<file path="config.mk">
export PLATFORM = sky130hd
export DESIGN_NAME = aes_dec_loader
export DESIGN_NICKNAME = d
export VERILOG_FILES = /design/src/rtl/aes_pkg.sv /design/src/rtl/aes_idle_timer.sv /design/src/rtl/aes_dec_loader.sv
export SDC_FILE = /design/constraint.sdc
export NUM_CORES = 1
export LEC_CHECK = 0
export ABC_AREA = 1
export CORE_UTILIZATION = 39
export DETAILED_ROUTE_END_ITERATION = 8
export GPL_TIMING_DRIVEN = 1
export PLACE_DENSITY = 0.77
export SLEW_MARGIN = 20
export SYNTH_ARGS = -nofsm -noshare
export SYNTH_HDL_FRONTEND = slang
export SYNTH_SLANG_ARGS = --single-unit
</file>
<file path="constraint.sdc">
create_clock -name clk -period 1.55 [get_ports clk]
set_input_delay 0.31 -clock clk [delete_from_list [all_inputs] [get_ports clk]]
set_output_delay 0.31 -clock clk [all_outputs]
set_load 0.05 [all_outputs]
</file>
<file path="src/rtl/aes_pkg.sv">
// ============================================================================
// aes_pkg : shared types and frame geometry for the AES decrypt loader
// Rev 1.0
// ============================================================================
`default_nettype none

package aes_pkg;

    localparam int AES_BLOCK_BYTES = 16;
    localparam int AES_FRAME_BYTES = 32;

    typedef enum logic [1:0] {
        S_LOAD_KEY  = 2'd0,
        S_LOAD_DATA = 2'd1,
        S_FIRE      = 2'd2,
        S_WAIT_DONE = 2'd3
    } aes_ld_state_t;

    // Most significant byte arrives first, so new bytes enter at the bottom.
    function automatic logic [127:0] shift_in_byte(input logic [127:0] cur,
                                                   input logic [7:0]   b);
        return {cur[119:0], b};
    endfunction

endpackage

`default_nettype wire

</file>
<file path="src/rtl/aes_idle_timer.sv">
// ============================================================================
// aes_idle_timer : inter-byte idle counter, expires after LIMIT idle cycles
// Rev 1.0
// ============================================================================
`default_nettype none

module aes_idle_timer #(
    parameter int LIMIT = 1000
) (
    input  logic clk,
    input  logic rst,
    input  logic clr,
    input  logic en,
    output logic expire
);

    logic [15:0] count;

    // Fires on the idle cycle whose increment would reach LIMIT.
    assign expire = en && (count == 16'(LIMIT - 1));

    always_ff @(posedge clk or negedge rst) begin
        if (!rst) begin
            count <= 16'd0;
        end else if (clr || expire) begin
            count <= 16'd0;
        end else if (en) begin
            count <= count + 16'd1;
        end
    end

endmodule

`default_nettype wire

</file>
<file path="src/rtl/aes_dec_loader.sv">
// ============================================================================
// aes_dec_loader : byte-stream frame loader feeding the AES-128 decrypt core
// Optional inter-byte timeout built when AES_LOADER_TIMEOUT_EN is defined.
// Rev 1.0
// ============================================================================
`default_nettype none

module aes_dec_loader
    import aes_pkg::*;
#(
    parameter int TIMEOUT_CYCLES = 1000
) (
    input  logic         clk,
    input  logic         rst,
    input  logic         in_valid,
    input  logic [7:0]   in_data,
    output logic         in_ready,
    output logic         aes_valid,
    output logic [127:0] aes_key,
    output logic [127:0] aes_datain,
    input  logic         aes_done,
    output logic         busy,
    output logic         err_timeout
);

    localparam logic [4:0] LAST_KEY_BYTE   = 5'(AES_BLOCK_BYTES - 1);
    localparam logic [4:0] LAST_FRAME_BYTE = 5'(AES_FRAME_BYTES - 1);

    aes_ld_state_t state;
    logic [4:0]    byte_cnt;
    logic          xfer;
    logic          expire;

    assign in_ready = (state == S_LOAD_KEY) || (state == S_LOAD_DATA);
    assign xfer     = in_valid && in_ready;

`ifdef AES_LOADER_TIMEOUT_EN
    logic timer_clr;
    logic timer_en;

    assign timer_clr = xfer || (byte_cnt == 5'd0);
    assign timer_en  = in_ready && (byte_cnt != 5'd0) && !xfer;

    aes_idle_timer #(
        .LIMIT (TIMEOUT_CYCLES)
    ) u_idle_timer (
        .clk    (clk),
        .rst    (rst),
        .clr    (timer_clr),
        .en     (timer_en),
        .expire (expire)
    );
`else
    logic unused_timeout_cfg;

    assign unused_timeout_cfg = ^16'(TIMEOUT_CYCLES);
    assign expire             = 1'b0;
`endif

    always_ff @(posedge clk or negedge rst) begin
        if (!rst) begin
            state       <= S_LOAD_KEY;
            byte_cnt    <= 5'd0;
            aes_key     <= 128'd0;
            aes_datain  <= 128'd0;
            aes_valid   <= 1'b0;
            busy        <= 1'b0;
            err_timeout <= 1'b0;
        end else begin
            aes_valid   <= 1'b0;
            err_timeout <= expire;
            case (state)
                S_LOAD_KEY: begin
                    if (xfer) begin
                        aes_key  <= shift_in_byte(aes_key, in_data);
                        byte_cnt <= byte_cnt + 5'd1;
                        if (byte_cnt == LAST_KEY_BYTE) begin
                            state <= S_LOAD_DATA;
                        end
                    end else if (expire) begin
                        byte_cnt <= 5'd0;
                    end
                end
                S_LOAD_DATA: begin
                    if (xfer) begin
                        aes_datain <= shift_in_byte(aes_datain, in_data);
                        byte_cnt   <= byte_cnt + 5'd1;
                        if (byte_cnt == LAST_FRAME_BYTE) begin
                            state     <= S_FIRE;
                            aes_valid <= 1'b1;
                            busy      <= 1'b1;
                        end
                    end else if (expire) begin
                        byte_cnt <= 5'd0;
                        state    <= S_LOAD_KEY;
                    end
                end
                S_FIRE: begin
                    state <= S_WAIT_DONE;
                end
                S_WAIT_DONE: begin
                    if (aes_done) begin
                        busy  <= 1'b0;
                        state <= S_LOAD_KEY;
                    end
                end
                default: begin
                    state <= S_LOAD_KEY;
                end
            endcase
        end
    end

endmodule

`default_nettype wire

</file>
==> run_results.csv, run 1 <==
group,metric,value,unit
clock_network,tritoncts.num_buffers,28,
sta,setup_ws,-0.356,ns
drt,vias,8991,
power,pwr-share-seq,29.3,%
place,port_buffers,270,
die,io-pin-count,272,
finish,area_delta_synth_final,68.7,%
sta,hold_viol,0,
die,coreArea,26100,µm²
synth,ys_types,20,
finish,layout_commonest_cell,"nand2_1",
die,initial_utilization,39.9,%
clock_network,cts_tree,"yes",
sta,slew_violations,0,
sta,setup_tns,-23.91,ns
drt,wl,30700,µm
global_routing,grt_max_degree,86,
power,p_sw,18.6,mW
setup_path,crit_type,"reg2out",
finish,antenna_cells,0,
drt,antenna_left,0,
sta,fmax,0.525,GHz
setup_path,endpoint_kind,"primary output",
outcome,violations,"setup timing",
global_routing,grt_usage,22.5,%
setup_path,crit_path_start_kind,"flip-flop",
global_routing,overflow,0,
place,dpl-instance-area,16300,µm²
setup_path,max_stage_delay,0.40,ns
power,swShare,44.0,%
power,comb_power_share,55.5,%
finish,drive_above_1_share,25.7,%
setup_path,path_common_cell,"buf_6",
setup_path,path_cells,"buf_6 -> ha_4 -> inv_4 -> nand2_8 -> buf_6 -> buf_12",
die,dieArea,27300,µm²
setup_path,setup.worst_path.start,"state[0]",
die,fp.dieH,165,µm
sta,grt_setup_unrepaired,"yes",
setup_path,r2r_setup_slack,-0.28,ns
die,dieWidth,165,µm
global_routing,antenna_found_initial,0,
synth,synth_nets,1184,
synth,synth_area,10400,µm²
clock_network,cts.sinks,265,
setup_path,path_max_fanout,3,
drt,detail_route.iter0.violations,992,
run,maxCapViolCount,0,
synth,synth-seq-area-share,63.8,%
global_routing,grt_pass1_wl,48700,µm
sta,finalCritPeriodShare,123,%
synth,netlist_instances,1165,
sta,setup_viol_count_final,133,
sta,finalCriticalPeriod,1.91,ns
worst_hold_path,hold_path_class,"in2async",
drt,routedWlPerCell,17.0,µm
finish,fillers,1780,
setup_path,cpMaxStageDelayCell,"dfrtp_1",
finish,layout.nets,1470,
setup_path,r2r-start,"state[0]",
power,leakage,8.98,nW
drt,dr.pass1.iters,7,
global_routing,grt_pass1_vias,8971,
setup_path,required,1.24,ns
finish,final_area,17500,µm²
sta,clock_skew,0.00945,ns
synth,syn_avg_cell_area,8.92,µm²
clock_network,path_clk_slew,0.06,ns
power,power.internal,23.7,mW
place,hpwl,20400,µm
power,clockPowerShare,15.2,%
die,rows,59,
setup_path,critPathTopFamily,"buffers and inverters",
clock_network,clk_latency,0.54,ns
finish,mostFrequentLayoutCells,"nand2_1, buf_12, dfrtp_1",
clock_network,cts_max_path_buffers,3,
synth,synth-seq-cells,265,
drt,remaining_drc_errors,0,
setup_path,critical_path_buf_inv_count,4,
power,powerDensity,2410,nW/µm²
setup_path,arrival,1.60,ns
clock_network,cts_root_buffer,"clkbuf_16",
power,ir_drop,0.00166,V
outcome,status,"finished with violations",
place,gp_congestion,0.792,
drt,vias_per_cell,4.99,
clock_network,cts_max_level,1,
synth,yosys_warnings,0,
sta,slew_headroom,66.5,%
sta,tightest_slew,0.502,ns
-- per-layer routing --
metal / track usage [%] / vias to the layer above / wire length, µm
met4: 7.59 / 0 / 1000
li1: - / 4181 / -
met3: 3.62 / 66 / 1750
met2: 38.6 / 307 / 15700
met5: 0 / - / 0
met1: 29.0 / 4437 / 12200
-- path summary, 6_finish.rpt --
kind	end	cells past startpoint
min in group clk	aes_datain[6]	4
worst min-delay path	aes_key[25]	2
worst max-delay path	in_ready	6
worst min register to register	aes_datain[126]	2
max in group asynchronous	aes_datain[103]	3
worst max register to register	aes_key[108]	11
-- logic make-up (layout without fill, tap and decap cells) --
kind of cell | after synthesis | count (layout) | synth area share, %
and+or+nand+nor | 801 | 802 | 30.7
DFF | 265 | 265 | 63.8
buffers and inverters | 84 | 386 | 4.18
adders and majority gates | 7 | 7 | 0.843
AOI/OAI and AO/OA | 5 | 5 | 0.241
xor gates and xnor gates | 2 | 2 | 0.169
other | 1 | 1 | 0.0361
-- sequential cells by signal, indices dropped and copies added (netlist names) --
signal / flops
aes_valid: 1
state: 2
aes_datain: 128
aes_key: 128
busy: 1
byte_cnt: 5
-- cell usage after synthesis (all sizes together) --
| library cell | n | share of area, % |
|---|---|---|
| ha | 7 | 0.84 |
| xnor2 | 1 | 0.084 |
| inv | 13 | 0.47 |
| nand3 | 128 | 6.2 |
| a21oi | 2 | 0.096 |
| o21ai | 3 | 0.14 |
| dfrtp | 265 | 64 |
| conb | 1 | 0.036 |
| nand2 | 662 | 24 |
| buf | 55 | 3.1 |
| xor2 | 1 | 0.084 |
| nand4 | 2 | 0.12 |
| nor2 | 9 | 0.42 |
| clkbuf | 16 | 0.58 |
-- power by group through the flow --
stage | Clock, mW | Combinational, mW | Sequential (mW)
3_3_place_gp | 0 | 22.1 | 12.4
6_report | 6.43 | 23.5 | 12.4
5_1_grt | 6.83 | 24.5 | 12.7
4_1_cts | 6.56 | 23.4 | 12.4
3_5_place_dp | 0 | 22.5 | 12.4
2_1_floorplan | 0 | 4.01 | 18.3
-- metrics by stage --
| step | power, mW | hold WS, ns | worst slack, ns | utilization (%) | std cells |
|---|---|---|---|---|---|
| 2_1_floorplan | 22.3 | 0.0144 | 0.00414 | - | 1165 |
| 3_3_place_gp | 34.5 | 0.179 | 0.0363 | 62.4 | 1742 |
| 3_5_place_dp | 34.9 | 0.181 | -0.0397 | 62.4 | 1742 |
| 4_1_cts | 42.4 | 0.214 | -0.367 | 67.1 | 1803 |
| 5_1_grt | 44.0 | 0.234 | -0.395 | 67.2 | 1803 |
| 6_report | 42.3 | 0.214 | -0.356 | 67.2 | 1803 |
-- cell type report --
| type | instances | area (µm²) | share of cell area, % |
|---|---|---|---|
| Clock buffer | 43 | 858 | 4.90 |
| Clock inverter | 4 | 22.5 | 0.129 |
| Timing Repair Buffer | 326 | 6080 | 34.7 |
| Sequential cell | 265 | 6630 | 37.8 |
| Multi-Input combinational cell | 817 | 3460 | 19.7 |
| Tap cell | 335 | 419 | 2.39 |
| Inverter | 13 | 53.8 | 0.307 |
-- worst register-to-register path: cells and delay by family (launching register included) --
kind / cells / cell delay, ns
AND/OR/NAND/NOR: 5 / 0.40
adder cells (fa/ha/maj): 1 / 0.18
buffers and inverters: 5 / 0.77
flip-flops: 1 / 0.40
-- what timing repair did --
item,CTS,global route
hold buffers,1,0
cloned,6,0
endpoints found under the hold margin,265,0
pin swaps,1,0
resized for setup,20,9
buffers inserted,7,0
setup endpoints to repair,99,252
Power figures use the tool's default switching activity.
==> inputs of run 2 (changes only) <==
Settings changed: CORE_UTILIZATION 39 to 41, PLACE_DENSITY 0.77 to 0.8.
==> run_results.csv, run 2 (same netlist as run 1, synthesis figures left out) <==
group,metric,value,unit
clock_network,tritoncts.num_buffers,28,
finish,final_area,19000,µm²
drt,wl,39600,µm
drt,antenna_left,0,
power,power.internal,25.8,mW
finish,antenna_cells,0,
die,initial_utilization,42.2,%
setup_path,path_max_fanout,12,
place,port_buffers,270,
setup_path,endpoint_kind,"flip-flop",
sta,finalCriticalPeriod,1.89,ns
setup_path,critical_path_buf_inv_count,6,
setup_path,path_depth,12,
worst_hold_path,hold_path_depth,3,
place,place_ws,-0.0407,ns
finish,layout.nets,1532,
outcome,violations,"setup timing",
run,maxCapViolCount,0,
power,powerDensity,2430,nW/µm²
worst_hold_path,min_to,"aes_datain[2]",
power,leakage,9.65,nW
die,io-pin-count,272,
clock_network,clk_latency,0.53,ns
finish,area_delta_synth_final,82.9,%
sta,fmax,0.529,GHz
finish,mostFrequentLayoutCells,"nand2_1, buf_12, dfrtp_1",
sta,finalCritPeriodShare,122,%
setup_path,required,2.00,ns
drt,remaining_drc_errors,0,
finish,post-route-util,77.2,%
die,fp.dieH,161,µm
sta,clock_skew,0.0127,ns
power,pwr-share-seq,27.7,%
global_routing,antenna_found_initial,0,
global_routing,overflow,0,
clock_network,cts_root_buffer,"clkbuf_16",
setup_path,critPathTopFamily,"buffers and inverters",
power,ir_drop,0.00184,V
setup_path,r2r-start,"state[1]",
drt,dr.pass1.iters,7,
die,coreArea,24600,µm²
setup_path,reg2regPathDepth,12,
sta,slew_violations,0,
finish,drive_above_1_share,34.8,%
clock_network,cts_max_path_buffers,3,
finish,fillers,1310,
global_routing,grt_usage,27.9,%
place,gp_congestion,0.834,
power,p_sw,20.5,mW
setup_path,max_stage_delay,0.40,ns
setup_path,r2r_end,"aes_key[80]",
place,hpwl,21800,µm
power,power,46.2,mW
setup_path,cpMaxStageDelayCell,"dfrtp_1",
sta,setup_tns,-31.99,ns
drt,vias,10100,
drt,routedWlPerCell,21.3,µm
drt,detail_route.iter0.violations,1079,
sta,setup_viol_count_final,130,
clock_network,cts_max_level,1,
clock_network,cts_tree,"yes",
sta,setup_ws,-0.341,ns
outcome,status,"finished with violations",
clock_network,path_clk_slew,0.07,ns
finish,layout_commonest_cell,"nand2_1",
worst_hold_path,min_from,"in_valid",
setup_path,crit_type,"reg2reg",
clock_network,cts.sinks,265,
setup_path,r2r_setup_slack,-0.34,ns
global_routing,grt_pass1_wl,56900,µm
setup_path,path_cells,"inv_2 -> ha_4 -> inv_2 -> nand2_8 -> buf_4 -> nand2_8 -> nor2_4 -> buf_12 -> buf_12 -> buf_16 -> nand2_1 -> nand2_1",
power,clockPowerShare,14.9,%
global_routing,grt_max_degree,68,
sta,grt_setup_unrepaired,"yes",
setup_path,crit_path_start_kind,"flip-flop",
power,swShare,44.2,%
finish,top_regs,"aes_datain x128, aes_key x128, byte_cnt x5",
global_routing,grt_pass1_vias,9934,
die,dieWidth,161,µm
sta,hold_viol,0,
die,rows,57,
die,dieArea,26000,µm²
worst_hold_path,hold_path_class,"in2reg",
setup_path,arrival,2.34,ns
place,dpl-instance-area,16200,µm²
power,comb_power_share,57.4,%
drt,vias_per_cell,5.46,
## run 2: cell types whose count changed in the layout (fill, tap and decap cells not counted), moves of 3 or more
| cell | before | now |
|---|---|---|
| buf_16 | 2 | 18 |
| clkinv_2 | 3 | 6 |
| buf_6 | 7 | 14 |
| nand2_4 | 1 | 12 |
| buf_12 | 272 | 278 |
| clkbuf_16 | 29 | 40 |
| clkbuf_8 | 8 | 4 |
| buf_8 | 2 | 9 |
| bufinv_16 | 0 | 3 |
| nand2_2 | 2 | 77 |
| buf_4 | 28 | 41 |
| nand2_1 | 655 | 571 |
## run 2: cell type report
type / count / area, µm² / share of cell area, %
multi-input combinational: 818 / 3730 / 19.6
clock buffer: 37 / 796 / 4.19
sequential: 265 / 6630 / 34.9
timing repair buffer: 387 / 7230 / 38.1
inverter: 13 / 51.3 / 0.270
clock inverter: 12 / 145 / 0.764
tap: 324 / 405 / 2.13
## run 2: timing repair
action	CTS	global route
hold endpoints to repair	36	0
hold buffers	1	0
buffers inserted	24	17
endpoints found under the setup margin	128	202
pin swaps	36	15
gates resized for setup	108	56
cloned	21	19
## run 2: tightest hold or removal path: cells and delay by family
kind	cells	cell delay, ns
buf+inv	1	0.18
simple gates	2	0.15
## run 2: worst max-delay path by stage
stage	from	endpoint	slack [ns]
3_3_place_gp	state[0]	aes_key[99]	0.06
6_report	state[1]	aes_key[80]	-0.34
4_1_cts	state[0]	in_ready	-0.35
2_1_floorplan	state[1]	aes_key[100]	0.004
3_5_place_dp	state[0]	aes_key[115]	-0.04
5_1_grt	state[1]	aes_key[102]	-0.38
## run 2: power by group through the flow
| stage | Combinational (mW) | Sequential [mW] | Clock (mW) |
|---|---|---|---|
| 3_3_place_gp | 21.9 | 12.4 | 0 |
| 3_5_place_dp | 22.4 | 12.5 | 0 |
| 2_1_floorplan | 4.01 | 18.3 | 0 |
| 5_1_grt | 27.4 | 13.0 | 7.22 |
| 4_1_cts | 24.9 | 12.6 | 6.89 |
| 6_report | 26.5 | 12.8 | 6.90 |
## run 2: layer usage
metal / part of all wire (%) / global-route usage (%) / vias up
li1: - / - / 4334
met1: 37 / 34.0 / 5057
met2: 51 / 49.0 / 583
met3: 6.9 / 4.29 / 153
met4: 5.2 / 12.1 / 0
met5: 0 / 0 / -
## run 2: through the flow
stage / std cells / hold slack [ns]
after floorplan: 1165 / 0.0144
after global placement: 1730 / 0.261
after detailed placement: 1730 / 0.266
after CTS: 1822 / 0.131
after global routing: 1856 / 0.150
final: 1856 / 0.147
